<file path="src/rtl/pipe_skid_reg_if.sv">
// Valid/ready handshake bundle for pipe_skid_reg.
// The master side drives the payload in; the slave side is the stage.
interface pipe_skid_reg_if #(
  parameter int DATA_W  = 32,
  parameter int FIELD_W = 2
);
  logic              in_valid;
  logic              in_ready;
  logic [DATA_W-1:0] in_data;
  logic              out_valid;
  logic              out_ready;
  logic [DATA_W-1:0] out_data;
  logic [FIELD_W-1:0] out_field;

  modport slave (
    input  in_valid, in_data, out_ready,
    output in_ready, out_valid, out_data, out_field
  );

  modport master (
    output in_valid, in_data, out_ready,
    input  in_ready, out_valid, out_data, out_field
  );
endinterface

</file>
<file path="src/rtl/pipe_skid_reg.sv">
// Pipeline stage register with a 2-entry skid buffer, flush,
// decoded-field tap and a saturating stall counter.
module pipe_skid_reg #(
  parameter int               DATA_W      = 32,
  parameter int               FIELD_LSB   = 26,
  parameter int               FIELD_W     = 2,
  parameter logic [DATA_W-1:0] FLUSH_VALUE = '0,
  parameter int               CNT_W       = 16
) (
  input  logic             clk,
  input  logic             reset,
  input  logic             flush,
  pipe_skid_reg_if.slave   bus,
  output logic [CNT_W-1:0] stall_cnt
);

  if (FIELD_LSB + FIELD_W > DATA_W) begin : g_bad_field
    $error("pipe_skid_reg: field exceeds payload width");
  end

  // State bits are {skid_valid, out_valid}.
  typedef enum logic [1:0] {
    EMPTY = 2'b00,
    ONE   = 2'b01,
    FULL  = 2'b11
  } state_t;

  state_t            state;
  logic [DATA_W-1:0] skid_data;
  logic              push;
  logic              pop;
  logic              stall;

  assign push  = bus.in_valid & bus.in_ready;
  assign pop   = bus.out_valid & bus.out_ready;
  assign stall = bus.out_valid & ~bus.out_ready & ~flush;

  assign bus.out_valid = state[0];

  always_ff @(posedge clk) begin
    if (reset) begin
      state         <= EMPTY;
      bus.in_ready  <= 1'b1;
      bus.out_data  <= '0;
      bus.out_field <= '0;
      skid_data     <= '0;
    end else if (flush) begin
      state         <= EMPTY;
      bus.in_ready  <= 1'b1;
      bus.out_data  <= FLUSH_VALUE;
      bus.out_field <= FLUSH_VALUE[FIELD_LSB +: FIELD_W];
    end else begin
      unique case (state)
        EMPTY: begin
          if (push) begin
            state         <= ONE;
            bus.out_data  <= bus.in_data;
            bus.out_field <= bus.in_data[FIELD_LSB +: FIELD_W];
          end
        end
        ONE: begin
          if (push && pop) begin
            bus.out_data  <= bus.in_data;
            bus.out_field <= bus.in_data[FIELD_LSB +: FIELD_W];
          end else if (push) begin
            state        <= FULL;
            skid_data    <= bus.in_data;
            bus.in_ready <= 1'b0;
          end else if (pop) begin
            state <= EMPTY;
          end
        end
        FULL: begin
          if (pop) begin
            state         <= ONE;
            bus.in_ready  <= 1'b1;
            bus.out_data  <= skid_data;
            bus.out_field <= skid_data[FIELD_LSB +: FIELD_W];
          end
        end
        default: begin
          state        <= EMPTY;
          bus.in_ready <= 1'b1;
        end
      endcase
    end
  end

  always_ff @(posedge clk) begin
    if (reset) begin
      stall_cnt <= '0;
    end else if (stall && (stall_cnt != {CNT_W{1'b1}})) begin
      stall_cnt <= stall_cnt + 1'b1;
    end
  end

endmodule

</file>
<file path="src/flat_wrapper.sv">
// flat-port wrapper written by rule: the top's interface ports become plain ports
module pipe_skid_reg_flat 
#(
  parameter int               DATA_W      = 32,
  parameter int               FIELD_LSB   = 26,
  parameter int               FIELD_W     = 2,
  parameter logic [DATA_W-1:0] FLUSH_VALUE = '0,
  parameter int               CNT_W       = 16
)
  (clk, reset, flush, stall_cnt, bus_in_valid, bus_in_data, bus_out_ready, bus_in_ready, bus_out_valid, bus_out_data, bus_out_field);
  pipe_skid_reg_if #(.DATA_W(DATA_W), .FIELD_W(FIELD_W)) bus_i ();
  input  logic clk;
  input  logic reset;
  input  logic flush;
  output logic [CNT_W-1:0] stall_cnt;
  input wire logic [$bits(bus_i.in_valid)-1:0] bus_in_valid;
  input wire logic [$bits(bus_i.in_data)-1:0] bus_in_data;
  input wire logic [$bits(bus_i.out_ready)-1:0] bus_out_ready;
  output wire logic [$bits(bus_i.in_ready)-1:0] bus_in_ready;
  output wire logic [$bits(bus_i.out_valid)-1:0] bus_out_valid;
  output wire logic [$bits(bus_i.out_data)-1:0] bus_out_data;
  output wire logic [$bits(bus_i.out_field)-1:0] bus_out_field;
  assign bus_i.in_valid = bus_in_valid;
  assign bus_i.in_data = bus_in_data;
  assign bus_i.out_ready = bus_out_ready;
  assign bus_in_ready = bus_i.in_ready;
  assign bus_out_valid = bus_i.out_valid;
  assign bus_out_data = bus_i.out_data;
  assign bus_out_field = bus_i.out_field;
  pipe_skid_reg #(.DATA_W(DATA_W), .FIELD_LSB(FIELD_LSB), .FIELD_W(FIELD_W), .FLUSH_VALUE(FLUSH_VALUE), .CNT_W(CNT_W)) u_core (.clk(clk), .reset(reset), .flush(flush), .bus(bus_i), .stall_cnt(stall_cnt));
endmodule
</file>
<file path="config.mk">
export PLATFORM = sky130hd
export DESIGN_NAME = pipe_skid_reg_flat
export DESIGN_NICKNAME = d
export VERILOG_FILES = /design/src/rtl/pipe_skid_reg_if.sv /design/src/rtl/pipe_skid_reg.sv /design/src/flat_wrapper.sv
export SDC_FILE = /design/constraint.sdc
export NUM_CORES = 1
export LEC_CHECK = 0
export BUFFER_PORTS_ARGS = -buffer_cell sky130_fd_sc_hd__buf_4
export CAP_MARGIN = 20
export CORE_MARGIN = 3
export CORE_UTILIZATION = 30
export DETAILED_ROUTE_END_ITERATION = 7
export PLACE_DENSITY_LB_ADDON = 0.25
export SLEW_MARGIN = 25
export SYNTH_ARGS = -nofsm -noshare
export SYNTH_HDL_FRONTEND = slang
export SYNTH_SLANG_ARGS = --single-unit
</file>
<file path="constraint.sdc">
create_clock -name clk -period 2.1 [get_ports clk]
set_clock_uncertainty 0.1 [all_clocks]
set_input_delay 0.105 -clock clk [delete_from_list [all_inputs] [get_ports clk]]
set_output_delay 0.105 -clock clk [all_outputs]
set_load 0.005 [all_outputs]
</file>
==> flow_summary.html <==
<table>
<tr><th>Metric</th><th>Value</th></tr>
<tr><th colspan="2">Route</th></tr>
<tr><td>DRC violations left</td><td>0</td></tr>
<tr><td>1st-pass router iterations</td><td>4</td></tr>
<tr><td>Number of DRC markers in iteration 0</td><td>150</td></tr>
<tr><td>Antenna-violating nets left</td><td>0</td></tr>
<tr><td>Met1 Wirelength</td><td>4189 um</td></tr>
<tr><td>Amount of wire on met2 after detailed routing</td><td>4473 um</td></tr>
<tr><td>Total Routed Length</td><td>9243 um</td></tr>
<tr><td>Post-DR vias/cell</td><td>4.837</td></tr>
<tr><td>Routed length per placed instance</td><td>13.80 um</td></tr>
<tr><td>Top sig layer</td><td>met4</td></tr>
<tr><td>Routed wl met3</td><td>406 um</td></tr>
<tr><td>Count of vias placed by the detailed router</td><td>3241</td></tr>
<tr><th colspan="2">Floorplan</th></tr>
<tr><td>Vertical extent of the die</td><td>115.0 um</td></tr>
<tr><td>Overall die area</td><td>13230 um^2</td></tr>
<tr><td>Initial core utilization</td><td>30.96%</td></tr>
<tr><td>Chip width</td><td>115.0 um</td></tr>
<tr><td>Site row count</td><td>39</td></tr>
<tr><td>I/O pin total</td><td>89</td></tr>
<tr><td>Core ar.</td><td>11520 um^2</td></tr>
<tr><th colspan="2">Critical path</th></tr>
<tr><td>Critical Path Start Type</td><td>flip-flop</td></tr>
<tr><td>Kind of critical path</td><td>reg -&gt; reg</td></tr>
<tr><td>Element type at the critical path end</td><td>flip-flop</td></tr>
<tr><td>Crit-path max FO</td><td>5</td></tr>
<tr><td>Data required time of the critical path</td><td>2200 ps</td></tr>
<tr><td>Arrival time reported for the critical path endpoint</td><td>2000 ps</td></tr>
<tr><th colspan="2">Finish</th></tr>
<tr><td>Register cell area after layout</td><td>1663 um^2</td></tr>
<tr><td>Final cell area excluding filler cells</td><td>5014 um^2</td></tr>
<tr><td>Final Util</td><td>43.54%</td></tr>
<tr><td>Multi-input combinational cell area</td><td>1755 um^2</td></tr>
<tr><td>Layout fillers</td><td>1131</td></tr>
<tr><td>NumNets Final</td><td>564</td></tr>
<tr><td>Relative area change from synthesis to final layout</td><td>40.60%</td></tr>
<tr><td>Diodes inserted</td><td>0</td></tr>
<tr><td>Share of post-route cells with drive strength above 1</td><td>22.96%</td></tr>
<tr><td>Final non-filler cell total</td><td>670</td></tr>
<tr><th colspan="2">STA</th></tr>
<tr><td>PnR worst setup slack</td><td>198.6 ps</td></tr>
<tr><td>Max-slew headroom</td><td>47.91%</td></tr>
<tr><td>Count of endpoints failing hold in the final timing report</td><td>0</td></tr>
<tr><td>Setup TNS Final</td><td>0 ps</td></tr>
<tr><td>Number of setup violations in the final report</td><td>0</td></tr>
<tr><td>Time the worst path needs with I/O delays and setup</td><td>1901 ps</td></tr>
<tr><td>Number of pins with negative max-slew slack in the final report</td><td>0</td></tr>
<tr><td>Actual transition at the worst max-transition pin</td><td>781.4 ps</td></tr>
<tr><td>Unrepaired setup endpoints after global routing</td><td>no</td></tr>
<tr><td>FMAX</td><td>525.9 MHz</td></tr>
<tr><td>Final critical-path share of the clock period</td><td>90.54%</td></tr>
<tr><td>Worst hold slack across all endpoints</td><td>130.6 ps</td></tr>
<tr><th colspan="2">Global route</th></tr>
<tr><td>Vias in the first global route</td><td>3149</td></tr>
<tr><td>Wire length of the first global-routing pass</td><td>15150 um</td></tr>
<tr><td>Largest net degree at the start of global routing</td><td>49</td></tr>
<tr><td>Number of antenna violations at the first check in global routing</td><td>0</td></tr>
<tr><td>Combined global-route utilization of all metal layers</td><td>14.16%</td></tr>
<tr><td>GRT Residual Overflow</td><td>0</td></tr>
<tr><th colspan="2">Job</th></tr>
<tr><td>Number of maximum-capacitance violations</td><td>0</td></tr>
<tr><th colspan="2">Logic synthesis</th></tr>
<tr><td>Warnings, synthesis</td><td>0</td></tr>
<tr><td>Number of standard cells after synthesis</td><td>410</td></tr>
<tr><td>Post-synthesis register bit count</td><td>83</td></tr>
<tr><td>Post-Synthesis Net Count</td><td>452</td></tr>
<tr><td>EDFF count, synth</td><td>0</td></tr>
<tr><td>Async set or reset register ratio after synthesis</td><td>0%</td></tr>
<tr><td>Main flop type after synthesis</td><td>sky130_fd_sc_hd__dfxtp_1</td></tr>
<tr><td>Average cell area after synthesis</td><td>8.697 um^2</td></tr>
<tr><td>Sequential element share of the synthesized area</td><td>46.60%</td></tr>
<tr><td>Netlist area before placement</td><td>3566 um^2</td></tr>
<tr><td>Number of different library cells in the post-synthesis netlist</td><td>37</td></tr>
<tr><th colspan="2">Power</th></tr>
<tr><td>LEAKAGE</td><td>1.915 nW</td></tr>
<tr><td>Portion of total power attributed to combinational logic</td><td>12.0%</td></tr>
<tr><td>Switching part of the total power</td><td>24.46%</td></tr>
<tr><td>Fraction of power consumed by sequential logic</td><td>45.0%</td></tr>
<tr><td>Post-layout total power</td><td>3.684 mW</td></tr>
<tr><td>Internal cell power</td><td>2.783 mW</td></tr>
<tr><td>Power Dens Cells</td><td>734.8 nW/um^2</td></tr>
<tr><td>Switching component of the power</td><td>0.9012 mW</td></tr>
<tr><td>Maximum ir drop on the vdd rail</td><td>0.0004003 V</td></tr>
<tr><td>Clock group share of total power</td><td>43.0%</td></tr>
<tr><th colspan="2">Place</th></tr>
<tr><td>Number of placed instances with taps included</td><td>619</td></tr>
<tr><td>Routability congestion estimate from global placement</td><td>0.8514</td></tr>
<tr><td>Setup slack after placement</td><td>58.85 ps</td></tr>
<tr><td>Number of buffers inserted by port buffering</td><td>88</td></tr>
<tr><td>HPWL after DPL</td><td>5813 um</td></tr>
<tr><td>Dpl cell area</td><td>4349 um^2</td></tr>
<tr><th colspan="2">CTS</th></tr>
<tr><td>CTS sink cnt</td><td>83</td></tr>
<tr><td>Cell chosen for the clock root</td><td>sky130_fd_sc_hd__clkbuf_16</td></tr>
<tr><td>CTS H-tree depth</td><td>3</td></tr>
<tr><td>Clock transition at the register clock pins on the worst setup and hold paths after CTS</td><td>60 ps</td></tr>
<tr><td>TritonCTS clock tree</td><td>done</td></tr>
<tr><td>Clock Tree Buf Depth</td><td>2</td></tr>
<tr><td>Clock buffer count from CTS</td><td>9</td></tr>
<tr><td>Clock latency reported for the late side of the worst-skew pair</td><td>330 ps</td></tr>
<tr><th colspan="2">Outcome</th></tr>
<tr><td>Run status</td><td>complete, no violations</td></tr>
<tr><th colspan="2">Min path</th></tr>
<tr><td>Hold Crit Class</td><td>in -&gt; reg</td></tr>
</table>
per-layer routing:
metal	track usage, %	up-vias
li1	-	1649
met1	16.62	1506
met2	24.65	74
met3	4.000	12
met4	5.008	0
met5	0	-
layout make-up:
| cell class | instances | area share [%] |
|---|---|---|
| clock buffer | 9 | 4.492 |
| clock inverter | 7 | 1.497 |
| inverter | 2 | 0.1497 |
| multi-input combinational | 295 | 35.01 |
| sequential | 83 | 33.17 |
| tap | 143 | 3.569 |
| timing repair buffer | 131 | 22.11 |
synth_stat cells, types with 2 or more instances:
master | n | share of area, %
sky130_fd_sc_hd__dfxtp_1 | 83 | 47
sky130_fd_sc_hd__nand2_1 | 78 | 8.2
sky130_fd_sc_hd__nor2_1 | 51 | 5.4
sky130_fd_sc_hd__a21oi_1 | 36 | 5.1
sky130_fd_sc_hd__a211oi_1 | 33 | 6.9
sky130_fd_sc_hd__mux2i_1 | 33 | 9.3
sky130_fd_sc_hd__clkbuf_1 | 19 | 2.0
sky130_fd_sc_hd__nand3_1 | 9 | 1.3
sky130_fd_sc_hd__xnor2_1 | 8 | 2.0
sky130_fd_sc_hd__xor2_1 | 6 | 1.5
sky130_fd_sc_hd__and4_1 | 5 | 1.2
sky130_fd_sc_hd__buf_2 | 5 | 0.70
sky130_fd_sc_hd__ha_1 | 5 | 1.8
sky130_fd_sc_hd__buf_6 | 3 | 0.95
sky130_fd_sc_hd__nand4_1 | 3 | 0.53
sky130_fd_sc_hd__nor3_1 | 3 | 0.42
sky130_fd_sc_hd__o21ai_0 | 3 | 0.42
sky130_fd_sc_hd__a31oi_1 | 2 | 0.35
sky130_fd_sc_hd__and3_1 | 2 | 0.35
sky130_fd_sc_hd__buf_4 | 2 | 0.42
sky130_fd_sc_hd__inv_1 | 2 | 0.21
sky130_fd_sc_hd__nor3b_1 | 2 | 0.42
sky130_fd_sc_hd__nor4_1 | 2 | 0.35
sky130_fd_sc_hd__o21a_1 | 2 | 0.42
what timing repair did:
item	CTS	global route
buffers inserted	0	1
hold endpoints to repair	33	0
resized for setup	0	1
hold buffers	33	0
endpoints found under the setup margin	0	50
registers in the layout (all words and copies together), names as in the netlist:
register,flops
u_core.bus.out_field,1
u_core.stall_cnt,16
u_core.bus.out_data,31
u_core.state,2
u_core.bus.in_ready,1
u_core.skid_data,32
final timing paths:
path                                                   startpoint                                end  slack (ps)  cells past startpoint
worst min register to register  u_core.skid_data[12]$_SDFFE_PP0P_  u_core.skid_data[12]$_SDFFE_PP0P_         350                      2
worst min-delay path                                bus_out_ready   u_core.bus.in_ready$_SDFFE_PP1P_         130                      5
worst max-delay path             u_core.stall_cnt[0]$_SDFFE_PP0P_   u_core.stall_cnt[3]$_SDFFE_PP0P_         200                      6
worst max register to register   u_core.stall_cnt[0]$_SDFFE_PP0P_   u_core.stall_cnt[3]$_SDFFE_PP0P_         200                      6
layout by cell type (no fill, tap or decap), drive strengths merged:
master,count
nor2,51
nor4b,1
or3b,2
nor3,4
nor3b,2
a21oi,36
mux2i,33
inv,4
xnor2,8
clkinv,1
a22o,1
dfxtp,83
ha,5
a211oi,33
xor2,6
nand4,3
and4,5
a31oi,2
o21a,2
buf,97
nand4b,1
nand2,78
and2,1
or3,1
dlygate4sd3,33
and3,2
clkbuf,10
clkinvlp,3
nand3b,1
nor4,3
o21ai,3
nand3,9
bufinv,1
or2,1
a21o,1
power groups by stage:
| stage | combinational, mW | clock (mW) | sequential [mW] |
|---|---|---|---|
| after floorplan | 0.203 | 0 | 1.69 |
| after global routing | 0.494 | 1.69 | 1.66 |
| after CTS | 0.423 | 1.64 | 1.66 |
| final | 0.443 | 1.58 | 1.66 |
| after detailed placement | 0.374 | 0 | 1.69 |
| after global placement | 0.369 | 0 | 1.69 |
worst max-delay path, stage by stage (launching register included):
cell and delay (ps):
sky130_fd_sc_hd__dfxtp_1 350, sky130_fd_sc_hd__ha_1 240, sky130_fd_sc_hd__and4_1 250, sky130_fd_sc_hd__and4_1 210, sky130_fd_sc_hd__nor4b_1 410, sky130_fd_sc_hd__xnor2_1 170
sky130_fd_sc_hd__nor2_1 50
cells by family after synthesis:
kind of cell             Yosys count  synth area share [%]
AO/OA/AOI/OAI                     78                 13.65
multiplexers                      33                 9.263
buffers and inverters             32                 4.386
XOR/XNOR                          14                 3.439
flip-flops                        83                 46.60
AND/OR/NAND/NOR                  165                 20.91
adder cells (fa/ha/maj)            5                 1.754
No activity file was read; power rests on OpenSTA's default activity.
